## src/rtl/lcd_pkg.sv

```systemverilog
`default_nettype none
// ============================================================================
// Module      : lcd_pkg
// Description : Command codes, DDRAM row bases and scheduler state encoding
//               shared by the LCD frame refresher and its buffer.
// Revision    : 1.0
// ============================================================================
package lcd_pkg;

    localparam logic [2:0] CMD_INIT       = 3'd0;
    localparam logic [2:0] CMD_CLEAR      = 3'd1;
    localparam logic [2:0] CMD_WRITE_CMD  = 3'd2;
    localparam logic [2:0] CMD_WRITE_DATA = 3'd3;
    localparam logic [2:0] CMD_SET_CURSOR = 3'd4;

    localparam logic [6:0] DDRAM_ROW0_BASE = 7'h00;
    localparam logic [6:0] DDRAM_ROW1_BASE = 7'h40;

    typedef enum logic [2:0] {
        ST_IDLE      = 3'd0,
        ST_SCAN      = 3'd1,
        ST_ISSUE_CUR = 3'd2,
        ST_WAIT_CUR  = 3'd3,
        ST_ISSUE_DAT = 3'd4,
        ST_WAIT_DAT  = 3'd5
    } state_t;

    // DDRAM address of a character cell; wraps in 7 bits like the LCD does.
    function automatic logic [6:0] ddram_addr(input logic row, input logic [6:0] col,
                                              input logic [6:0] row1_base);
        return (row ? row1_base : DDRAM_ROW0_BASE) + col;
    endfunction

endpackage
`default_nettype wire

```

## src/rtl/lcd_frame_buffer.sv

```systemverilog
`default_nettype none
// ============================================================================
// Module      : lcd_frame_buffer
// Description : 2 x COLS character store with per-cell dirty flags.
//               A write to a cell always wins over a same-cycle clear.
// Revision    : 1.0
// ============================================================================
module lcd_frame_buffer #(
    parameter int  COLS  = 16,
    localparam int DEPTH = 2 * COLS,
    localparam int IW    = $clog2(DEPTH)
) (
    input  logic             clk,
    input  logic             rst,
    input  logic             wr_en,
    input  logic [IW-1:0]    wr_addr,
    input  logic [7:0]       wr_data,
    input  logic             refresh_all,
    input  logic             clr_en,
    input  logic [IW-1:0]    clr_idx,
    input  logic [IW-1:0]    rd_idx,
    output logic [7:0]       rd_data,
    output logic [DEPTH-1:0] dirty
);

    logic [7:0]       r_mem [DEPTH];
    logic [DEPTH-1:0] r_dirty;

    always_ff @(posedge clk) begin
        if (rst) begin
            for (int i = 0; i < DEPTH; i++) begin
                r_mem[i] <= 8'h20;
            end
        end else if (wr_en) begin
            r_mem[wr_addr] <= wr_data;
        end
    end

    always_ff @(posedge clk) begin
        if (rst) begin
            r_dirty <= '0;
        end else begin
            for (int i = 0; i < DEPTH; i++) begin
                if ((wr_en && (wr_addr == IW'(i))) || refresh_all) begin
                    r_dirty[i] <= 1'b1;
                end else if (clr_en && (clr_idx == IW'(i))) begin
                    r_dirty[i] <= 1'b0;
                end
            end
        end
    end

    assign rd_data = r_mem[rd_idx];
    assign dirty   = r_dirty;

endmodule
`default_nettype wire

```

## src/rtl/lcd_frame_refresher.sv

```systemverilog
`default_nettype none
// ============================================================================
// Module      : lcd_frame_refresher
// Description : Keeps an HD44780 display in sync with a 2 x COLS frame buffer,
//               sending SET_CURSOR / WRITE_DATA only for changed cells.
// Revision    : 1.0
// ============================================================================
module lcd_frame_refresher
    import lcd_pkg::*;
#(
    parameter int         COLS      = 16,
    parameter logic [6:0] ROW1_BASE = DDRAM_ROW1_BASE,
    localparam int        DEPTH     = 2 * COLS,
    localparam int        IW        = $clog2(DEPTH),
    localparam int        CW        = IW - 1
) (
    input  logic          clk,
    input  logic          rst,
    input  logic          wr_en,
    input  logic [IW-1:0] wr_addr,
    input  logic [7:0]    wr_data,
    input  logic          refresh_all,
    input  logic          lcd_init_done,
    output logic          cmd_valid,
    output logic [2:0]    cmd_type,
    output logic [7:0]    cmd_data,
    input  logic          cmd_ready,
    output logic          busy,
    output logic          frame_clean
);

    state_t           r_state;
    state_t           w_state_nxt;
    logic [IW-1:0]    r_scan_ptr;
    logic [IW-1:0]    w_scan_ptr_nxt;
    logic [IW-1:0]    r_cursor;
    logic [IW-1:0]    w_cursor_nxt;
    logic             r_cursor_valid;
    logic             w_cursor_valid_nxt;
    logic [7:0]       r_char_q;
    logic [7:0]       w_char_q_nxt;
    logic             w_clr_en;
    logic [7:0]       w_rd_data;
    logic [DEPTH-1:0] w_dirty;
    logic             w_any_dirty;
    logic             w_row;
    logic [CW-1:0]    w_col;
    logic [6:0]       w_cur_addr;

    lcd_frame_buffer #(
        .COLS (COLS)
    ) u_buf (
        .clk         (clk),
        .rst         (rst),
        .wr_en       (wr_en),
        .wr_addr     (wr_addr),
        .wr_data     (wr_data),
        .refresh_all (refresh_all),
        .clr_en      (w_clr_en),
        .clr_idx     (r_scan_ptr),
        .rd_idx      (r_scan_ptr),
        .rd_data     (w_rd_data),
        .dirty       (w_dirty)
    );

    assign w_any_dirty = |w_dirty;
    assign w_row       = r_scan_ptr[IW-1];
    assign w_col       = r_scan_ptr[CW-1:0];
    assign w_cur_addr  = ddram_addr(w_row, 7'(w_col), ROW1_BASE);

    always_ff @(posedge clk) begin
        if (rst) begin
            r_state        <= ST_IDLE;
            r_scan_ptr     <= '0;
            r_cursor       <= '0;
            r_cursor_valid <= 1'b0;
            r_char_q       <= 8'h00;
        end else begin
            r_state        <= w_state_nxt;
            r_scan_ptr     <= w_scan_ptr_nxt;
            r_cursor       <= w_cursor_nxt;
            r_cursor_valid <= w_cursor_valid_nxt;
            r_char_q       <= w_char_q_nxt;
        end
    end

    always_comb begin
        w_state_nxt        = r_state;
        w_scan_ptr_nxt     = r_scan_ptr;
        w_cursor_nxt       = r_cursor;
        w_cursor_valid_nxt = r_cursor_valid;
        w_char_q_nxt       = r_char_q;
        w_clr_en           = 1'b0;
        cmd_valid          = 1'b0;
        cmd_type           = 3'd0;
        cmd_data           = 8'h00;

        case (r_state)
            ST_IDLE: begin
                if (lcd_init_done && cmd_ready && w_any_dirty) begin
                    w_state_nxt = ST_SCAN;
                end
            end
            ST_SCAN: begin
                // Losing init between commands parks the scheduler with dirty cells intact.
                if (!w_any_dirty || !lcd_init_done) begin
                    w_state_nxt = ST_IDLE;
                end else if (w_dirty[r_scan_ptr]) begin
                    w_char_q_nxt = w_rd_data;
                    w_clr_en     = 1'b1;
                    if (r_cursor_valid && (r_cursor == r_scan_ptr)) begin
                        w_state_nxt = ST_ISSUE_DAT;
                    end else begin
                        w_state_nxt = ST_ISSUE_CUR;
                    end
                end else begin
                    w_scan_ptr_nxt = r_scan_ptr + IW'(1);
                end
            end
            ST_ISSUE_CUR: begin
                cmd_valid = 1'b1;
                cmd_type  = CMD_SET_CURSOR;
                cmd_data  = {1'b0, w_cur_addr};
                if (!cmd_ready) begin
                    w_state_nxt = ST_WAIT_CUR;
                end
            end
            ST_WAIT_CUR: begin
                if (cmd_ready) begin
                    w_state_nxt = ST_ISSUE_DAT;
                end
            end
            ST_ISSUE_DAT: begin
                cmd_valid = 1'b1;
                cmd_type  = CMD_WRITE_DATA;
                cmd_data  = r_char_q;
                if (!cmd_ready) begin
                    w_state_nxt = ST_WAIT_DAT;
                end
            end
            ST_WAIT_DAT: begin
                // The LCD auto-increments into hidden DDRAM past the last column.
                if (cmd_ready) begin
                    w_cursor_nxt       = r_scan_ptr + IW'(1);
                    w_cursor_valid_nxt = (w_col != CW'(COLS - 1));
                    w_scan_ptr_nxt     = r_scan_ptr + IW'(1);
                    w_state_nxt        = ST_SCAN;
                end
            end
            default: begin
                w_state_nxt = ST_IDLE;
            end
        endcase

        if (refresh_all) begin
            w_cursor_valid_nxt = 1'b0;
        end
    end

    assign busy        = (r_state != ST_IDLE);
    assign frame_clean = !w_any_dirty && (r_state == ST_IDLE);

endmodule
`default_nettype wire

```

## config.mk

```make
export PLATFORM = sky130hd
export DESIGN_NAME = lcd_frame_refresher
export DESIGN_NICKNAME = d
export VERILOG_FILES = /design/src/rtl/lcd_pkg.sv /design/src/rtl/lcd_frame_buffer.sv /design/src/rtl/lcd_frame_refresher.sv
export SDC_FILE = /design/constraint.sdc
export NUM_CORES = 1
export LEC_CHECK = 0
export CAP_MARGIN = 20
export CORE_MARGIN = 2
export CORE_UTILIZATION = 62
export CTS_BUF_LIST = sky130_fd_sc_hd__clkbuf_4 sky130_fd_sc_hd__clkbuf_8 sky130_fd_sc_hd__clkbuf_16
export DETAILED_ROUTE_END_ITERATION = 10
export GPL_TIMING_DRIVEN = 0
export PLACE_DENSITY = 0.78
export SLEW_MARGIN = 15
export SYNTH_ARGS = -nofsm -noshare
export SYNTH_HDL_FRONTEND = slang
export SYNTH_HIERARCHICAL = 1
export SYNTH_SLANG_ARGS = --single-unit
```

## constraint.sdc

```tcl
create_clock -name clk -period 4.05 [get_ports clk]
set_input_delay 0.6075 -clock clk [delete_from_list [all_inputs] [get_ports clk]]
set_output_delay 0.6075 -clock clk [all_outputs]
set_load 0.1 [all_outputs]
```

Word-level counts from Yosys, hierarchy flattened. Memories as Yosys holds them, arrays and structs flattened. A register that Yosys moved wholly into a read port is not among the register bits. Index checks and enable logic that the tools add are counted.

Latch bits: 0. Flip-flop bits (word level): 46. Output and inout port bits: 14. Memories: 1. ROM bits: 0. RAM bits: 256.

$mul: 0. Shift-type cells: 0. Reduce and logical (&&, ||, !) cells: 148. Mux-type cells: 94. Bitwise logic cells: 1. Order comparisons: 1. Eq/ne operators: 77. Divide/modulo/power cells: 0. Add/sub/neg operators: 2.

Memory list: u_buf.r_mem (depth 32, width 8, read ports 1, clocked after Yosys merged registers in 1, wr ports 32, line lcd_frame_buffer.sv:26) `logic [7:0] r_mem [DEPTH];`.

Operators by type and width (count): equality test 5 bit (second input constant) (32); equality test 5 x 4 -> 1 bit (second input constant) (16); two-way mux 1 bit (75); logical AND 1 bit (68); nonzero test 2 bit (33); equality test 5 x 3 -> 1 bit (second input constant) (8); logical OR 1 bit (33); OR reduction 32 bit (1); two-way mux 3 bit (8); equality test 5 x 2 -> 1 bit (second input constant) (4); two-way mux 5 bit (4); case mux 3 bit (6 select lines) (1); case mux 8 bit (2 select lines) (1); != test 2 bit (second input constant) (7); equality test 5 x 1 -> 1 bit (second input constant) (2); zero test 5 bit (2); case mux 5 bit (2 select lines) (1); two-way mux 8 bit (1); OR reduction 8 bit (1); adder 7 x 4 -> 7 bit (1); two-way mux 7 bit (1); equality test 3 x 2 -> 1 bit (second input constant) (2); equality test 3 bit (second input constant) (2); less-than comparator 5 x 6 -> 1 bit (second input constant) (1); 16 further kinds (18).

Longest topological paths before layout.
Depth after elaboration: 8. Mapped depth: 11. Gate-level depth less buffers: 8.

Modules after synthesis. Netlist, hierarchy kept.

By module, submodules not included: lcd_frame_buffer (instances 1, cells each 910, seq. area each 8328.0 µm², area an instance 13331.5 µm²); lcd_frame_refresher (instances 1, cells each 202, seq. area each 440.4 µm², area an instance 1671.6 µm²).

Worst setup path after synthesis. OpenSTA, ideal clock, no wires.

Path type: flip-flop to output port. From: reg r_state[0]. To: out frame_clean. Arrival: 3.429 ns. Data required time: 3.442 ns. Slack: 0.014 ns. Stages on the path, launching flop included: 4. Path buffers: 1. Cell sequence: dfxtp_1 -> clkbuf_1 -> or3_1 -> nor3_1.

Longest elaborated chain between the ends: 2.

RTL lines: start, declared (line lcd_frame_refresher.sv:32) `state_t r_state;`; start signal, assigned (line lcd_frame_refresher.sv:79) `r_state <= w_state_nxt;`; zero test 3 bit (line lcd_frame_refresher.sv:161) `assign frame_clean = !w_any_dirty && (r_state == ST_IDLE);`; logical AND 1 bit (line lcd_frame_refresher.sv:161); end, declared (line lcd_frame_refresher.sv:29) `output logic frame_clean`.

No other way between the ends.

Final worst setup path.
From: reg r_state[2]. To: out cmd_data[6].

Longest elaborated chain between the ends: 2. Elaborated cells on any way between the ends: 3.

RTL lines: equality test 3 bit / equality test 3 x 2 -> 1 bit (equally long branches) (line lcd_frame_refresher.sv:98) `case (r_state)`; case mux 8 bit (2 select lines) * (line lcd_frame_refresher.sv:98); end, declared (line lcd_frame_refresher.sv:26) `output logic [7:0] cmd_data,`.

Mark *: on every way between the ends. The rest lies on a longest branch, timed or not.

==> run_results.csv <==
group,metric,value,unit
clock_network,clock-sinks,310,
run,drv_cap,0,
detailed_routing,detail_route.wirelength,40.7,mm
synth,synth_seq_cells,310,
sta,worst_slew_pin_slew,1.14,ns
global_route,grt_usage,0.320,
power,vdd_drop_max,0.511,mV
worst_setup_path,path_max_fanout,11,
finish,syn_to_final_growth,11.4,%
global_route,first_global_vias,9932,
clock_network,clk_latency,0.56,ns
worst_setup_path,startpoint,"r_state[2]",
clock_network,cts_tree,"yes",
clock_network,cts_resized,0,
floorplan,num_rows,56,
place,io_buffers,32,
sta,setup_viol,0,
worst_setup_path,crit-reg2reg-launch,"r_scan_ptr[0]",
synth,ys.flop_type,"edfxtp_1",
global_route,grt_start_max_net_pins,17,
detailed_routing,firstDrtPassIters,6,
finish,fin_nets,1198,
worst_hold_path,min_path_type,"reg2reg",
detailed_routing,vias_per_cell,6.69,
sta,maxSlewViolCount,0,
finish,design_area,16700,um^2
worst_setup_path,worstSetupPathType,"reg2out",
worst_setup_path,crit_arrival,3.16,ns
power,finalPower,7.55,mW
finish,drive_gt1_frac,0.140,
sta,fmax,266,MHz
status,status,"completed",
global_route,antenna_found_initial,3,
synth,yosysWarnings,6,
synth,synthTopCellsByArea,"edfxtp_1 51%, mux4_2 13%, and2_1 9.6%, dfxtp_1 7.2%, a21oi_1 2.3%",
worst_setup_path,r2r_setup_slack,0.46,ns
floorplan,start_util,0.635,
detailed_routing,drc,0,
sta,setup-tns-final,0,ns
synth,syn_avg_cell_area,13.5,um^2
sta,period_share,0.930,
worst_setup_path,regToRegEndpoint,"u_buf/dirty[12]",
synth,synth_nets,1132,
worst_setup_path,cp-end-kind,"output pin",
global_route,grt_pass1_wl,60.5,mm
clock_network,htree_levels,1,
sta,skew,0.00686,ns
synth,synth-seq-area-share,0.584,
detailed_routing,routedWlPerCell,26.7,um
floorplan,top_level_ports,33,
floorplan,die_area,25500,um^2
synth,ys_top_cells_by_count,"256 x edfxtp_1, 231 x and2_1, 84 x mux4_2",
floorplan,core_area,23600,um^2
sta,hold_slack,0.458,ns
synth,async_flop_share,0,
power,p_leak,5.68,nW
place,place_congestion,0.935,
place,dpl_cell_area,15700,um^2
floorplan,die_w,160,um
clock_network,cts.clk_slew.worst_paths,0.06,ns
sta,slew_headroom,0.235,
clock_network,ctsHoldBuffers,0,
power,p_per_area,452,nW/um^2
synth,ys_types,55,
synth,synthCells,1112,
detailed_routing,vias,10183,
floorplan,die_h,160,um
worst_setup_path,start_kind,"flip-flop",
detailed_routing,drt_iter0_drc,1425,
sta,post-route-min-period,3.76,ns
clock_network,post-cts-setup-buffer-count,0,
worst_setup_path,cp-endpoint,"cmd_data[6]",
synth,syn_area,15000,um^2
clock_network,cts_buffers,31,
synth,synth_most_common_cell,"edfxtp_1",
global_route,grt_overflow,0,
synth,synth_largest_area_cell,"edfxtp_1",
clock_network,cts-root-buf,"clkbuf_16",
synth,synth_edf_count,256,
place,dp_hpwl,28.5,mm
sta,rsz0062_at_grt,"no",
worst_setup_path,worst-r2r-cell-count,10,
worst_setup_path,required,3.44,ns
clock_network,clock_path_buffers,3,
detailed_routing,antenna_left,0,
synth,synth_top_cell_area_share,0.512,
sta,hold_viol,0,
==> worst min path at each step <==
stage	endpoint	depth (start not counted)	start
finish	r_char_q[7]	2	r_char_q[7]
CTS	r_char_q[2]	2	r_char_q[2]
floorplan	r_char_q[4]	2	r_char_q[4]
detailed placement	r_char_q[2]	2	r_char_q[2]
global route	r_char_q[5]	2	r_char_q[5]
global placement	r_char_q[5]	2	r_char_q[5]
==> placed cells by master (no fill, tap or decap), drive strengths merged, types with 3 or more instances in the layout <==
| master | synthesis | routed |
|---|---|---|
| and2 | 231 | 231 |
| nor3 | 5 | 5 |
| nand4bb | 4 | 4 |
| nand3 | 7 | 7 |
| mux2 | 9 | 9 |
| nor3b | 8 | 8 |
| nor2b | 11 | 11 |
| a21oi | 68 | 68 |
| a211oi | 6 | 6 |
| nand2b | 12 | 12 |
| mux2i | 21 | 21 |
| clkdlybuf4s50 | 0 | 32 |
| a21o | 32 | 32 |
| edfxtp | 256 | 256 |
| nor4 | 13 | 13 |
| inv | 3 | 4 |
| or3b | 3 | 3 |
| mux4 | 84 | 84 |
| and4b | 3 | 3 |
| nand4b | 5 | 5 |
| nor4bb | 3 | 3 |
| o21ai | 35 | 35 |
| clkbuf | 70 | 110 |
| or2 | 3 | 3 |
| a22o | 5 | 5 |
| nand2 | 29 | 29 |
| xor2 | 7 | 7 |
| clkinv | 0 | 14 |
| nor2 | 37 | 37 |
| and3 | 4 | 4 |
| buf | 28 | 29 |
| or3 | 27 | 27 |
| dfxtp | 54 | 54 |
| nand4 | 3 | 3 |
==> final cells by class <==
class                      count  area, um^2
antenna                        1        2.50
tap                          319         399
inverter                       3        11.3
clock buffer                  40         881
clock inverter                16         100
fill                        1586        6900
timing repair buffer          33         325
sequential                   310        8770
buffer                        98         417
multi-input combinational    701        5810
==> routing by layer <==
layer	global-route usage	vias to the layer above	wire length, um
li1	-	4292	-
met1	0.459	5097	15300
met2	0.493	681	18600
met3	0.0628	111	5020
met4	0.117	2	1720
met5	0	-	11
==> cells by family after synthesis <==
kind of cell | synth area share
flip-flops | 0.584
adder cells (fa/ha/maj) | 0.000834
multiplexers | 0.147
AND/OR/NAND/NOR | 0.170
buffers and inverters | 0.0285
AO/OA/AOI/OAI | 0.0643
XOR/XNOR | 0.00525
==> registers in the layout, summed over array words and instances, names as in the netlist <==
register	count
r_state	3
r_cursor	5
r_char_q	8
r_scan_ptr	5
u_buf/dirty	32
r_cursor_valid	1
u_buf/r_mem	256
==> metrics by stage <==
stage	instances	setup slack, ns	util
3_5_place_dp	1464	0.570	0.666
2_1_floorplan	1112	0.0136	-
6_report	1521	0.285	0.708
4_1_cts	1520	0.259	0.708
3_3_place_gp	1463	0.597	0.666
5_1_grt	1520	0.123	0.708
==> power by group <==
part	internal, mW	switching [mW]
Clock	1.58	1.17
Sequential	3.63	0.0807
Combinational	0.423	0.663
==> worst max-delay path: stages, from the launching register on <==
cell             delay (ns)
dfxtp_1                0.36
nor2b_1                0.30
nor2b_1                0.18
clkbuf_1               0.36
a22o_1                 0.25
clkdlybuf4s50_1        1.14
(Power assumes the default switching activity.)
